File: src/rtl/phase_load_sched.sv
// -----------------------------------------------------------------------------
// phase_load_sched
//
// Round-robin scheduler that hands a shared 16-bit neuron load bus to one of
// N_REQ requesting neurons at a time. Each grant is a single LOAD cycle that
// drives the selected neuron's phase pattern onto lb, followed by SETTLE idle
// cycles so the loaded neuron can settle before the bus is reused.
//
// Parameters
//   N_REQ   number of requesting neurons (2..16)
//   SETTLE  idle cycles after each load before the next grant (>= 1)
//
// Ports
//   clk         sole clock, rising edge
//   rst         asynchronous, active-high reset
//   req         per-neuron load request (level, held until granted)
//   phase_flat  neuron i phase code at bits [4i+3:4i]
//   gnt         one-hot grant, high only during the load cycle
//   sel         index of the neuron being loaded; holds between loads
//   lb          phase pattern on the shared load bus; holds between loads
//   load        one-cycle load strobe
//   busy        high while loading or settling
//
// Build option
//   PHASE_CLAMP_EN  when defined, phase codes 9..15 are clamped to 8
//                   (lb = 16'h00FF); otherwise they produce the phase-0
//                   pattern (lb = 16'hFF00). Either way the grant and load
//                   happen normally.
// -----------------------------------------------------------------------------
module phase_load_sched #(
  parameter int N_REQ  = 4,
  parameter int SETTLE = 16
) (
  input  logic                     clk,
  input  logic                     rst,
  input  logic [N_REQ-1:0]         req,
  input  logic [4*N_REQ-1:0]       phase_flat,
  output logic [N_REQ-1:0]         gnt,
  output logic [$clog2(N_REQ)-1:0] sel,
  output logic [15:0]              lb,
  output logic                     load,
  output logic                     busy
);

  localparam int SW = $clog2(N_REQ);
  // Wide enough to hold SETTLE-1 even when SETTLE is 1.
  localparam int CW = $clog2(SETTLE + 1);

  localparam logic [15:0] LB_RESET = 16'hFF00;

  typedef enum logic [1:0] {
    S_IDLE,
    S_LOAD,
    S_SETTLE
  } state_t;

  state_t          state, state_nxt;
  logic [SW-1:0]   ptr;        // round-robin search start
  logic [SW-1:0]   sel_q;      // winner latched at the decision cycle
  logic [15:0]     lb_q;       // pattern latched at the decision cycle
  logic [CW-1:0]   cnt;        // settle countdown

  logic            win_found;
  logic [SW-1:0]   win_idx;
  logic [3:0]      win_phase;
  int              cand;

  // Phase code -> load-bus pattern. Codes 0..8 slide the 8-bit window from
  // the upper byte to the lower byte; out-of-range codes depend on the build.
  function automatic logic [15:0] pattern(input logic [3:0] p);
    logic [3:0] eff;
`ifdef PHASE_CLAMP_EN
    eff = (p > 4'd8) ? 4'd8 : p;
`else
    eff = (p > 4'd8) ? 4'd0 : p;
`endif
    return 16'hFF00 >> eff;
  endfunction

  // ---------------------------------------------------------------------------
  // Round-robin pick: first requesting index at or above ptr, wrapping.
  // ---------------------------------------------------------------------------
  // NOTE: every variable written in always_comb gets a default first so no
  // path leaves it unassigned, which would otherwise infer a latch.
  always_comb begin : rr_pick
    win_found = 1'b0;
    win_idx   = '0;
    cand      = 0;
    for (int off = 0; off < N_REQ; off++) begin
      cand = int'(ptr) + off;
      if (cand >= N_REQ) cand = cand - N_REQ;
      if (!win_found && req[cand]) begin
        win_found = 1'b1;
        win_idx   = SW'(cand);
      end
    end
  end

  assign win_phase = phase_flat[4*win_idx +: 4];

  // ---------------------------------------------------------------------------
  // FSM: state register
  // ---------------------------------------------------------------------------
  // NOTE: sequential state uses non-blocking assignments so every register
  // samples pre-edge values regardless of block ordering.
  always_ff @(posedge clk or posedge rst) begin : state_reg
    if (rst) state <= S_IDLE;
    else     state <= state_nxt;
  end

  // ---------------------------------------------------------------------------
  // FSM: next-state logic
  // ---------------------------------------------------------------------------
  always_comb begin : next_state
    state_nxt = state;
    unique case (state)
      S_IDLE:   if (win_found) state_nxt = S_LOAD;
      S_LOAD:   state_nxt = S_SETTLE;
      // Leave on the edge that ends the cycle in which the counter reads 0,
      // giving exactly SETTLE cycles in this state.
      S_SETTLE: if (cnt == '0) state_nxt = S_IDLE;
      default:  state_nxt = S_IDLE;
    endcase
  end

  // ---------------------------------------------------------------------------
  // FSM: outputs
  // ---------------------------------------------------------------------------
  always_comb begin : fsm_outputs
    load = (state == S_LOAD);
    busy = (state != S_IDLE);
    gnt  = '0;
    if (load) gnt[sel_q] = 1'b1;
  end

  // ---------------------------------------------------------------------------
  // Datapath: winner/pattern capture, pointer advance, settle countdown.
  // The phase is captured only at the IDLE decision edge, so later phase
  // changes cannot disturb a load already in flight.
  // ---------------------------------------------------------------------------
  always_ff @(posedge clk or posedge rst) begin : datapath
    if (rst) begin
      sel_q <= '0;
      lb_q  <= LB_RESET;
      ptr   <= '0;
      cnt   <= '0;
    end else begin
      unique case (state)
        S_IDLE: begin
          if (win_found) begin
            sel_q <= win_idx;
            lb_q  <= pattern(win_phase);
          end
        end
        S_LOAD: begin
          ptr <= (sel_q == SW'(N_REQ - 1)) ? '0 : sel_q + 1'b1;
          cnt <= CW'(SETTLE - 1);
        end
        S_SETTLE: begin
          if (cnt != '0) cnt <= cnt - 1'b1;
        end
        default: ;
      endcase
    end
  end

  assign sel = sel_q;
  assign lb  = lb_q;

endmodule
File: config.mk
export PLATFORM = sky130hd
export DESIGN_NAME = phase_load_sched
export DESIGN_NICKNAME = d
export VERILOG_FILES = /design/src/rtl/phase_load_sched.sv
export SDC_FILE = /design/constraint.sdc
export NUM_CORES = 1
export LEC_CHECK = 0
export CORE_ASPECT_RATIO = 1.4
export CORE_MARGIN = 5
export CORE_UTILIZATION = 45
export CTS_CLUSTER_SIZE = 20
export DETAILED_ROUTE_END_ITERATION = 8
export GPL_TIMING_DRIVEN = 0
export PLACE_DENSITY = 0.77
export SETUP_SLACK_MARGIN = 0.5
export SLEW_MARGIN = 15
export SYNTH_ARGS = -nofsm -noshare
export SYNTH_HDL_FRONTEND = slang
export SYNTH_SLANG_ARGS = --single-unit
export TNS_END_PERCENT = 30
File: constraint.sdc
create_clock -name clk -period 3.6 [get_ports clk]
set_input_delay 0.36 -clock clk [delete_from_list [all_inputs] [get_ports clk]]
set_output_delay 0.36 -clock clk [all_outputs]
set_load 0.05 [all_outputs]
==> qor.yml <==
timing:
  finalWorstSetupSlack_ps: 910
  slew_headroom: 0.337
  finalHoldViolations: 0
  fin_setup_tns_ps: 0
  fin_crit_ps: 2690
  fin_crit_sh: 0.747
  hold_ws_ps: 466
  skew_ps: 5.28
  final_max_slew_viol_count: 0
  setup_viol: 0
  worstMarginPinSlew_ps: 993
  fmax_mhz: 372
  rsz0062_at_grt: "false"
final_layout:
  largest_register_ffs: 16
  finalCoreUtilization: 0.625
  num-fill-cells: 288
  seqCellArea_um2: 686
  stdcell_area_um2: 2110
  syn2layout_area_growth_pct: 34.9
  multiInputGateArea_um2: 763
  drive_above_1_share: 0.133
  n_antenna_cell: 0
  nNetsFinal: 232
placement:
  post-dp-hpwl_mm: 2.95
  dp_slack_ps: 635
  dpl_cell_area_um2: 2070
  numPortBuffers: 45
  gp_congestion: 0.720
worst_hold_path:
  timing.hold.worst.start: "lb[11]"
  holdPathEnd: "lb[11]"
  hp-class: "reg2reg"
  min_path_cells: 2
floorplanning:
  coreArea_um2: 3380
  die_area_um2: 4770
  die_w_um: 59.8
  start_util: 0.463
  boundaryPins: 46
  die_h_um: 79.8
  fp-row-count: 25
routing:
  routedWlPerCell_um: 14.9
  via_count: 1316
  firstDrtPassIters: 4
  drc: 0
  drtAntennaViolNets: 0
  drt-initial-drc-count: 71
  vias_per_cell: 5.42
  wl_mm: 3.61
synth:
  ys_seq_elements: 27
  yosys-top-cells-area: "dfrtp_1, dfstp_2, mux4_2, mux4_1, inv_1"
  syn_avg_cell_area_um2: 10.2
  yosysUniqueCellTypes: 39
  synth.most_common_cell: "inv_1"
  syn-cell-area_um2: 1570
  synthArstFlopShare: 1.00
  synthesis.instances: 154
  synth_top_area_share: 0.304
  ys_seq_area_frac: 0.438
  yosysTopAreaCell: "dfrtp_1"
  yosysWarnings: 0
  netlist_top_cells_count: "inv_1, dfrtp_1, nand2_1"
  ys.flop_type: "dfrtp_1"
  synth-edff-count: 0
  synthesis.nets: 182
clock_network:
  clockBufferDepth: 2
  cts_resized: 0
  cts_buffers: 3
  cts_tree: "done"
  clkLatencyLatePin_ps: 280
  htree_num_levels: 1
  cts.clk_slew.worst_paths_ps: 90
  post_cts_buffers: 0
  cts_hold_buf: 0
  cts_sinks: 27
  root_buffer: "clkbuf_8"
pwr:
  p_leak_nw: 0.951
  ir_drop_mv: 0.521
  power_density_nw_per_um2: 991
critical_path:
  worst_ep_required_time_ps: 3770
  reg2reg_slack_ps: 1000
  cp_max_fo: 7
  cp-start-kind: "input port"
  r2r_cells: 8
  setup.worst_path.class: "in2reg"
  r2r-start: "ptr[1]"
  worstReg2RegEnd: "lb[6]"
  endpoint_kind: "register"
  critPathArrivalTime_ps: 2860
global_route:
  grt_util_all_layers: 0.164
  grt_pass1_vias: 1455
  grt_overflow: 0
  grt_pass1_wl_mm: 6.20
  grt_max_degree: 28
  antenna_found_initial: 0
status:
  outcome: "finished clean"
flow_run:
  max-cap-violations: 0
==> layer usage <==
| metal | GRT usage | vias to the layer above | share of wire |
|---|---|---|---|
| met1 | 0.178 | 645 | 0.38 |
| met2 | 0.304 | 37 | 0.56 |
| met4 | 0.0732 | 0 | 0.019 |
| li1 | - | 629 | - |
| met3 | 0.0194 | 5 | 0.038 |
| met5 | 0 | - | 0 |
==> how the worst max path moves through the flow <==
stage / start / to
2_1_floorplan: ptr[1] / lb[6]
5_1_grt: req[3] / lb[6]
3_3_place_gp: req[3] / lb[6]
6_report: req[3] / lb[6]
4_1_cts: req[3] / lb[6]
3_5_place_dp: req[3] / lb[6]
==> worst max-delay path, stage by stage <==
cell             delay, ps
clkdlybuf4s50_1        520
mux2i_1                 90
a2bb2oi_1              220
nor2b_1                190
buf_6                  160
mux4_2                 580
and4_4                 240
or3_1                  380
o21a_1                 120
==> power by group <==
part | switching [mW] | internal, mW
Clock | 0.0941 | 0.0777
Sequential | 0.106 | 0.479
Combinational | 0.834 | 0.502
Total | 1.03 | 1.06
==> logic make-up after synthesis <==
logic type / Yosys count / share of synthesized area
flops: 27 / 0.438
simple gates: 51 / 0.165
compound gates: 35 / 0.147
buf+inv: 25 / 0.0743
mux: 9 / 0.122
fa+ha+maj: 6 / 0.0480
xor+xnor: 1 / 0.00560
==> layout by cell type, fill, tap and decap left out, types with 2 or more instances in the layout <==
cell type and n:
clkdlybuf4s50_1 45, inv_1 21, dfrtp_1 19, nand2_1 17, nor2_1 12, a21oi_1 11, dfstp_2 8, o21ai_0 7
ha_1 6, mux4_2 4, o21a_1 4, and2_1 4, nor2b_1 3, nand2b_1 3, buf_6 3, mux4_1 3
o211ai_1 3, clkbuf_8 3, and3_1 2, nand4_1 2, a22o_1 2
==> stage by stage <==
| stage | total power [mW] | instances |
|---|---|---|
| 2_1_floorplan | 1.52 | 154 |
| 5_1_grt | 2.22 | 243 |
| 4_1_cts | 2.10 | 243 |
| 3_5_place_dp | 1.93 | 239 |
| 3_3_place_gp | 1.89 | 239 |
| 6_report | 2.09 | 243 |
==> final cells by class <==
type	count	area share
multi-input cells	102	0.361
flip-flops and latches	27	0.325
repair buffers	45	0.213
inverters	21	0.0373
well taps	40	0.0237
clock buffers	3	0.0195
plain buffers	4	0.0178
clock inverters	1	0.00237
Note: power is estimated with default switching activity, not from simulation.
